===== src/rtl/lb2wb_master.sv =====
// Localbus-to-Wishbone bridge: turns one localbus read/write pulse into a single classic Wishbone
// cycle. Define LB2WB_TIMEOUT_EN to abort cycles that see no ack_i within TIMEOUT cycles.
module lb2wb_master #(
    parameter int unsigned TIMEOUT = 255,
    parameter int unsigned TO_W    = 16
) (
    input  logic        clk_i,
    input  logic        rst_i,
    input  logic        req_wr,
    input  logic        req_rd,
    input  logic [31:0] req_addr,
    input  logic [31:0] req_data,
    output logic        busy,
    output logic        done,
    output logic        err,
    output logic [31:0] rd_data,
    output logic        cyc_o,
    output logic        stb_o,
    output logic        we_o,
    output logic [31:0] adr_o,
    output logic [31:0] dat_o,
    input  logic [31:0] dat_i,
    input  logic        ack_i
);

    typedef enum logic [1:0] {
        StIdle,
        StBus,
        StDone
    } state_e;

    state_e      state_q, state_d;
    logic        cyc_q, cyc_d;
    logic        stb_q, stb_d;
    logic        we_q, we_d;
    logic        busy_q, busy_d;
    logic        done_q, done_d;
    logic [31:0] adr_q, adr_d;
    logic [31:0] dat_q, dat_d;
    logic [31:0] rd_data_q, rd_data_d;
    logic        req_any;

`ifdef LB2WB_TIMEOUT_EN
    logic            err_q, err_d;
    logic [TO_W-1:0] cnt_q, cnt_d;
    logic            cnt_expired;

    assign cnt_expired = (cnt_q == TO_W'(TIMEOUT - 1));
`else
    logic unused_cfg;

    assign unused_cfg = ^{TIMEOUT[0], TO_W[0]};
`endif

    assign req_any = req_wr | req_rd;

    always_comb begin
        state_d   = state_q;
        cyc_d     = cyc_q;
        stb_d     = stb_q;
        we_d      = we_q;
        busy_d    = busy_q;
        done_d    = 1'b0;
        adr_d     = adr_q;
        dat_d     = dat_q;
        rd_data_d = rd_data_q;
`ifdef LB2WB_TIMEOUT_EN
        err_d     = 1'b0;
        cnt_d     = cnt_q;
`endif

        unique case (state_q)
            // DONE behaves like IDLE for new requests since busy is already low.
            StIdle, StDone: begin
                state_d = StIdle;
                if (req_any) begin
                    state_d = StBus;
                    cyc_d   = 1'b1;
                    stb_d   = 1'b1;
                    we_d    = req_wr;
                    busy_d  = 1'b1;
                    adr_d   = req_addr;
                    dat_d   = req_data;
`ifdef LB2WB_TIMEOUT_EN
                    cnt_d   = '0;
`endif
                end
            end

            StBus: begin
                if (ack_i) begin
                    state_d = StDone;
                    cyc_d   = 1'b0;
                    stb_d   = 1'b0;
                    busy_d  = 1'b0;
                    done_d  = 1'b1;
                    if (!we_q) begin
                        rd_data_d = dat_i;
                    end
                end
`ifdef LB2WB_TIMEOUT_EN
                else if (cnt_expired) begin
                    state_d = StDone;
                    cyc_d   = 1'b0;
                    stb_d   = 1'b0;
                    busy_d  = 1'b0;
                    done_d  = 1'b1;
                    err_d   = 1'b1;
                end else begin
                    cnt_d = cnt_q + TO_W'(1);
                end
`endif
            end

            default: begin
                state_d = StIdle;
                cyc_d   = 1'b0;
                stb_d   = 1'b0;
                busy_d  = 1'b0;
            end
        endcase
    end

    always_ff @(posedge clk_i or posedge rst_i) begin
        if (rst_i) begin
            state_q   <= StIdle;
            cyc_q     <= 1'b0;
            stb_q     <= 1'b0;
            we_q      <= 1'b0;
            busy_q    <= 1'b0;
            done_q    <= 1'b0;
            adr_q     <= '0;
            dat_q     <= '0;
            rd_data_q <= '0;
        end else begin
            state_q   <= state_d;
            cyc_q     <= cyc_d;
            stb_q     <= stb_d;
            we_q      <= we_d;
            busy_q    <= busy_d;
            done_q    <= done_d;
            adr_q     <= adr_d;
            dat_q     <= dat_d;
            rd_data_q <= rd_data_d;
        end
    end

`ifdef LB2WB_TIMEOUT_EN
    always_ff @(posedge clk_i or posedge rst_i) begin
        if (rst_i) begin
            err_q <= 1'b0;
            cnt_q <= '0;
        end else begin
            err_q <= err_d;
            cnt_q <= cnt_d;
        end
    end

    assign err = err_q;
`else
    assign err = 1'b0;
`endif

    assign busy    = busy_q;
    assign done    = done_q;
    assign rd_data = rd_data_q;
    assign cyc_o   = cyc_q;
    assign stb_o   = stb_q;
    assign we_o    = we_q;
    assign adr_o   = adr_q;
    assign dat_o   = dat_q;

    // Classic single-beat master: strobe always tracks cycle, and done never overlaps busy.
    a_cyc_stb: assert property (@(posedge clk_i) disable iff (rst_i) cyc_o == stb_o);
    a_done_idle: assert property (@(posedge clk_i) disable iff (rst_i) done |-> !busy);

endmodule


===== config.mk =====
export PLATFORM = sky130hd
export DESIGN_NAME = lb2wb_master
export DESIGN_NICKNAME = d
export VERILOG_FILES = /design/src/rtl/lb2wb_master.sv
export SDC_FILE = /design/constraint.sdc
export NUM_CORES = 1
export LEC_CHECK = 0
export CAP_MARGIN = 40
export CORE_MARGIN = 1.5
export CORE_UTILIZATION = 41
export CTS_CLUSTER_SIZE = 16
export DETAILED_ROUTE_END_ITERATION = 10
export HOLD_SLACK_MARGIN = 0.05
export PLACE_DENSITY = 0.81
export SYNTH_ARGS = -nofsm -noshare
export SYNTH_HDL_FRONTEND = slang
export SYNTH_SLANG_ARGS = --single-unit

===== constraint.sdc =====
create_clock -name clk_i -period 4.2 [get_ports clk_i]
set_input_delay 0.84 -clock clk_i [delete_from_list [all_inputs] [get_ports clk_i]]
set_output_delay 0.84 -clock clk_i [all_outputs]
set_load 0.01 [all_outputs]

==> metrics.yaml, run 1 <==
yosys.area.top_type: "dfrtp_1"
clkSinkCount: 101
diodes: 0
grt_remaining_overflow: 0
hold_buffers: 0
numCtsBuffers: 9
nets: 530
dr.pass1.iters: 4
pre_cts_slack_ns: 1.309
finalSetupViolations: 0
cts.htree.levels: 3
p_leak_nw: 2.859
period_share_pct: 60.09
antenna_found_initial: 0
crit_chain: "clkdlybuf4s50_1 > and4bb_2 > buf_4 > mux2_4"
grt_pass1_vias: 2974
timing.setup.tns_ns: 0
clk_pin_slew_worst_paths_ns: 0.10
seq_area_frac_synth_pct: 60.77
synth_top_cells_by_area: "dfrtp_1, mux2_4, mux2_2, buf_6, buf_12"
synth_cells: 226
cts-resized-gates: 0
netlist_area_um2: 4159
worst_clock_skew_ns: 0.008091
slowest_stage: "and4bb_2"
grt_max_degree: 57
grt_pass1_wl_um: 15690
gp_congestion: 0.7354
worstSetupPathType: "in -> reg"
syn_area_per_cell_um2: 18.40
start_util_pct: 42.35
io_buffers: 201
coreArea_um2: 9819
critPathLaunchType: "primary input"
ys_types: 18
slew_viol_final: 0
synth.top_cell.area_share_pct: 60.77
dpl.hpwl_um: 7304
die-area_um2: 10760
crit_fanout: 22
io_pins: 203
ys_ff_latch: 101
die_h_um: 103.7
num-fill-cells: 776
critPathCaptureType: "register"
final_layout_size_suffix_gt1_share_pct: 27.65
wl_per_cell_um: 17.21
clk_path_buf_depth: 2
die_width_um: 103.7
cts_setup_buffers: 0
cap_violations: 0
initialDrtViolationCount: 53
hp-class: "reg -> reg"
ant_nets: 0
clockRootBuffer: "clkbuf_8"
final_common_cell: "clkdlybuf4s50_1"
powerDensity_nw_per_um2: 746.1
vias: 2670
relSlewSlack_pct: 48.04
syn_to_final_growth_pct: 55.36
syn-num-nets: 327
status: "complete, no violations"
dpl.cell_count: 551
via_per_inst: 4.709
mostFrequentLayoutCells: "clkdlybuf4s50_1, dfrtp_1, mux2_4, mux2_2, clkbuf_8"
routed_wl_um: 9758
synth_warnings: 0
tightestPinTransition_ns: 0.7794
grt_use_met3_pct: 5.286
critPathArrivalTime_ns: 2.77
finalHoldViolCount: 0
grt_util_met2_pct: 32.57
rsz0062_at_grt: "no"
gr-usage-all-layers_pct: 18.41
whs_ns: 0.5133
cts_tree: "built"
drc_errors: 0
busiest_layer: "met2"
row_count: 36
ir_drop_uv: 335.3
critPathRequiredTime_ns: 4.44
cpPeakStageDelay_ns: 0.77
clock_latency_ns: 0.35
worst_slack_ns: 1.676
use_met1_pct: 21.97
stdcell_count: 567
fmax_mhz: 396.2
min_period_ns: 2.524
cells in the mapped netlist:
cell / number
buf_2: 1
mux2_2: 17
buf_12: 3
and4bb_1: 1
a22o_1: 1
nor2_1: 3
or2b_1: 1
inv_1: 3
nand2b_1: 1
dfrtp_1: 101
mux2_4: 79
o2bb2ai_1: 1
o21bai_1: 1
buf_4: 3
nor3_1: 1
conb_1: 1
buf_6: 7
o21ai_0: 1
layout make-up:
type                            instances  area [um^2]  area share, %
Sequential cell                       101         2527          39.12
Inverter                                3        13.76         0.2130
Timing Repair Buffer                  206         2082          32.22
Clock buffer                           10        137.6          2.130
Clock inverter                          6        68.82          1.065
Tap cell                              133        166.4          2.576
Multi-Input combinational cell        108         1465          22.68
cell families (layout without fill, tap and decap cells):
| family | count (synthesis) | count (layout) | synth area share, % |
|---|---|---|---|
| AO/OA/AOI/OAI | 4 | 4 | 0.7221 |
| AND/OR/NAND/NOR | 7 | 7 | 1.023 |
| buffers and inverters | 17 | 225 | 4.272 |
| flip-flops | 101 | 101 | 60.77 |
| other | 1 | 1 | 0.09017 |
| multiplexers | 96 | 96 | 33.12 |
state kept, by name, summed over array words and instances, names as in the netlist:
signal / count
adr_o: 32
dat_o: 32
we_o: 1
rd_data: 32
busy: 1
state_q: 2
done: 1
power breakdown:
group	switching (mW)	internal [mW]	leakage, nW
Combinational	0.806	1.62	1.57
Sequential	0.291	1.46	1.19
Clock	0.340	0.297	0.103
worst paths after layout:
kind | endpoint | startpoint | depth (start not counted) | slack, ns
setup / recovery | rd_data[24] | ack_i | 4 | 1.68
hold / removal | dat_o[30] | dat_o[30] | 1 | 0.51
setup reg to reg | rd_data[24] | we_o | 3 | 2.20
hold reg to reg | dat_o[30] | dat_o[30] | 1 | 0.51
max in group asynchronous | rd_data[12] | rst_i | 4 | 2.47
min in group asynchronous | dat_o[10] | rst_i | 2 | 0.85
routing by layer:
metal  routed length (um)  vias to the layer above
li1                     -                     1185
met1                 3926                     1364
met2                 5112                      111
met3                  618                       10
met4                  101                        0
met5                    0                        -
critical path: cells and delay by family:
kind / cells / cell delay (ns)
muxes: 1 / 0.32
buffers and inverters: 2 / 0.83
and+or+nand+nor: 1 / 0.77
stage by stage:
stage / cell area (um^2) / total power, mW / util, %
3_3_place_gp: 6227 / 4.143 / 63.42
6_report: 6461 / 4.821 / 65.80
3_5_place_dp: 6255 / 4.223 / 63.70
5_1_grt: 6461 / 5.065 / 65.80
4_1_cts: 6461 / 4.886 / 65.80
2_1_floorplan: 4159 / 2.991 / -
Power figures use the tool's default switching activity.
==> inputs of run 2 (changes only) <==
==> constraint.sdc (replaced) <==
create_clock -name clk_i -period 2.6 [get_ports clk_i]
set_input_delay 0.52 -clock clk_i [delete_from_list [all_inputs] [get_ports clk_i]]
set_output_delay 0.52 -clock clk_i [all_outputs]
set_load 0.01 [all_outputs]
==> run 2 against run 1 <==
Compared with the run above: combinational power rose by 60%; register-to-register slack lost 1.1 ns; die area stayed put; critical path type is now reg -> out; largest power group unchanged; power grew 63%; highest routed layer unchanged; global-route usage shrank 1.1 points.
==> metrics.yaml, run 2 (same netlist as run 1, synthesis figures left out) <==
routed_wl_um: 9020  # was 9758 um
crit_fanout: 5  # was 22
clock_latency_ns: 0.34  # was 0.35 ns
r2r-start: "we_o"  # unchanged
clk_path_buf_depth: 2  # unchanged
vias: 2620  # was 2,670
period_share_pct: 73.58
io_pins: 203  # unchanged
critPathLaunchType: "register"  # was primary input
power.total_mw: 7.877  # was 4.821 mW
path_buf_inv: 1  # was 2
finalSetupViolations: 0  # unchanged
start_util_pct: 42.35  # unchanged
crit_chain: "clkdlybuf4s50_1"  # was clkdlybuf4s50_1 > and4bb_2 > buf_4 > mux2_4
ant_nets: 0  # unchanged
clkSinkCount: 101  # unchanged
cts.htree.levels: 3  # unchanged
final_layout_size_suffix_gt1_share_pct: 26.98  # was 27.65%
grt_remaining_overflow: 0  # unchanged
dpl_cell_area_um2: 6246  # was 6255 um^2
clk_pin_slew_worst_paths_ns: 0.09  # was 0.10 ns
coreArea_um2: 9819  # unchanged
grt_pass1_wl_um: 14940  # was 15,690 um
cts_setup_buffers: 0  # unchanged
cap_violations: 0  # unchanged
status: "complete, no violations"  # unchanged
nets: 528  # was 530
worstSetupPathType: "reg -> out"  # was in -> reg
cts_tree: "built"  # unchanged
die-area_um2: 10760  # unchanged
final_util_pct: 66.00  # was 65.80%
gr-usage-all-layers_pct: 17.32  # was 18.41%
io_buffers: 201  # unchanged
drc_errors: 0  # unchanged
mostFrequentLayoutCells: "clkdlybuf4s50_1, dfrtp_1, mux2_4, mux2_2, clkbuf_8"  # unchanged
clockRootBuffer: "clkbuf_8"  # unchanged
critPathRequiredTime_ns: 2.08  # was 4.44 ns
row_count: 36  # unchanged
cpLargestDelayFamily: "buffers and inverters"  # unchanged
numCtsBuffers: 9  # unchanged
final_cell_area_um2: 6481  # was 6461 um^2
initialDrtViolationCount: 73  # was 53
p_leak_nw: 2.856  # was 2.859 nW
timing.setup.tns_ns: 0  # unchanged
dpl.hpwl_um: 6505  # was 7304 um
cts-resized-gates: 0  # unchanged
die_h_um: 103.7  # unchanged
antenna_found_initial: 0  # unchanged
die_width_um: 103.7  # unchanged
rsz0062_at_grt: "no"  # unchanged
crit_start: "busy"  # was ack_i
gp_congestion: 0.7559  # was 0.7354
dr.pass1.iters: 4  # unchanged
slew_viol_final: 0  # unchanged
hp-class: "in -> async"  # was reg -> reg
slowest_stage: "clkdlybuf4s50_1"  # was and4bb_2
finalHoldViolCount: 0  # unchanged
fmax_mhz: 522.7
critPathArrivalTime_ns: 1.39  # was 2.77 ns
whs_ns: 0.4736  # was 0.5133 ns
syn_to_final_growth_pct: 55.84  # was 55.36%
diodes: 0  # unchanged
critPathCaptureType: "output pin"  # was register
powerDensity_nw_per_um2: 1215  # was 746.1 nW/um^2
via_per_inst: 4.654  # was 4.709
wl_per_cell_um: 16.02  # was 17.21 um
hold_buffers: 0  # unchanged
final_common_cell: "clkdlybuf4s50_1"  # unchanged
worst_clock_skew_ns: 0.01123  # was 0.008091 ns
min_period_ns: 1.913
ir_drop_uv: 506.2  # was 335.3 uV
grt_max_degree: 91  # was 57
cpPeakStageDelay_ns: 0.60  # was 0.77 ns
grt_pass1_vias: 2886  # was 2,974
-- run 2: changes by cell type in the layout (fill, tap and decap cells not counted), sizes merged --
cell,before,now
inv,5,2
clkinvlp,1,2
clkinv,2,0
buf,5,3
bufinv,1,3
-- run 2: per-layer routing --
layer  vias up  global-route usage [%]  part of all wire [%]
met4         0                   5.754                   2.0
met1      1310                   22.06                    42
met5         -                       0                     0
met2       119                   28.19                    49
li1       1176                       -                     -
met3        15                   5.349                   7.0
-- run 2: final timing paths --
check	slack (ns)	depth (start not counted)	end
setup / recovery	0.69	1	busy
hold / removal	0.47	2	adr_o[22]
setup reg to reg	1.10	3	rd_data[28]
hold reg to reg	0.51	1	adr_o[19]
max in group asynchronous	1.39	3	dat_o[19]
min in group clk_i	0.51	1	adr_o[19]
-- run 2: layout make-up --
class / instances / area, um^2
Fill cell: 743 / 3338
Sequential cell: 101 / 2527
Timing Repair Buffer: 204 / 2072
Multi-Input combinational cell: 108 / 1465
Tap cell: 133 / 166.4
Clock buffer: 10 / 137.6
Clock inverter: 4 / 97.59
Inverter: 3 / 15.01
-- run 2: stage by stage --
| stage | setup WS [ns] | std cells |
|---|---|---|
| detailed placement | 0.4633 | 549 |
| finish | 0.6869 | 563 |
| CTS | 0.6600 | 563 |
| global route | 0.6273 | 563 |
| floorplan | 0.8764 | 226 |
| global placement | 0.4868 | 549 |
-- run 2: power by group --
group          leakage [nW]  total (mW)  internal [mW]  switching, mW
Clock                 0.114        1.15          0.656          0.498
Sequential             1.19        2.82           2.36          0.458
Combinational          1.55        3.90           2.63           1.28
Total                  2.86        7.88           5.65           2.23
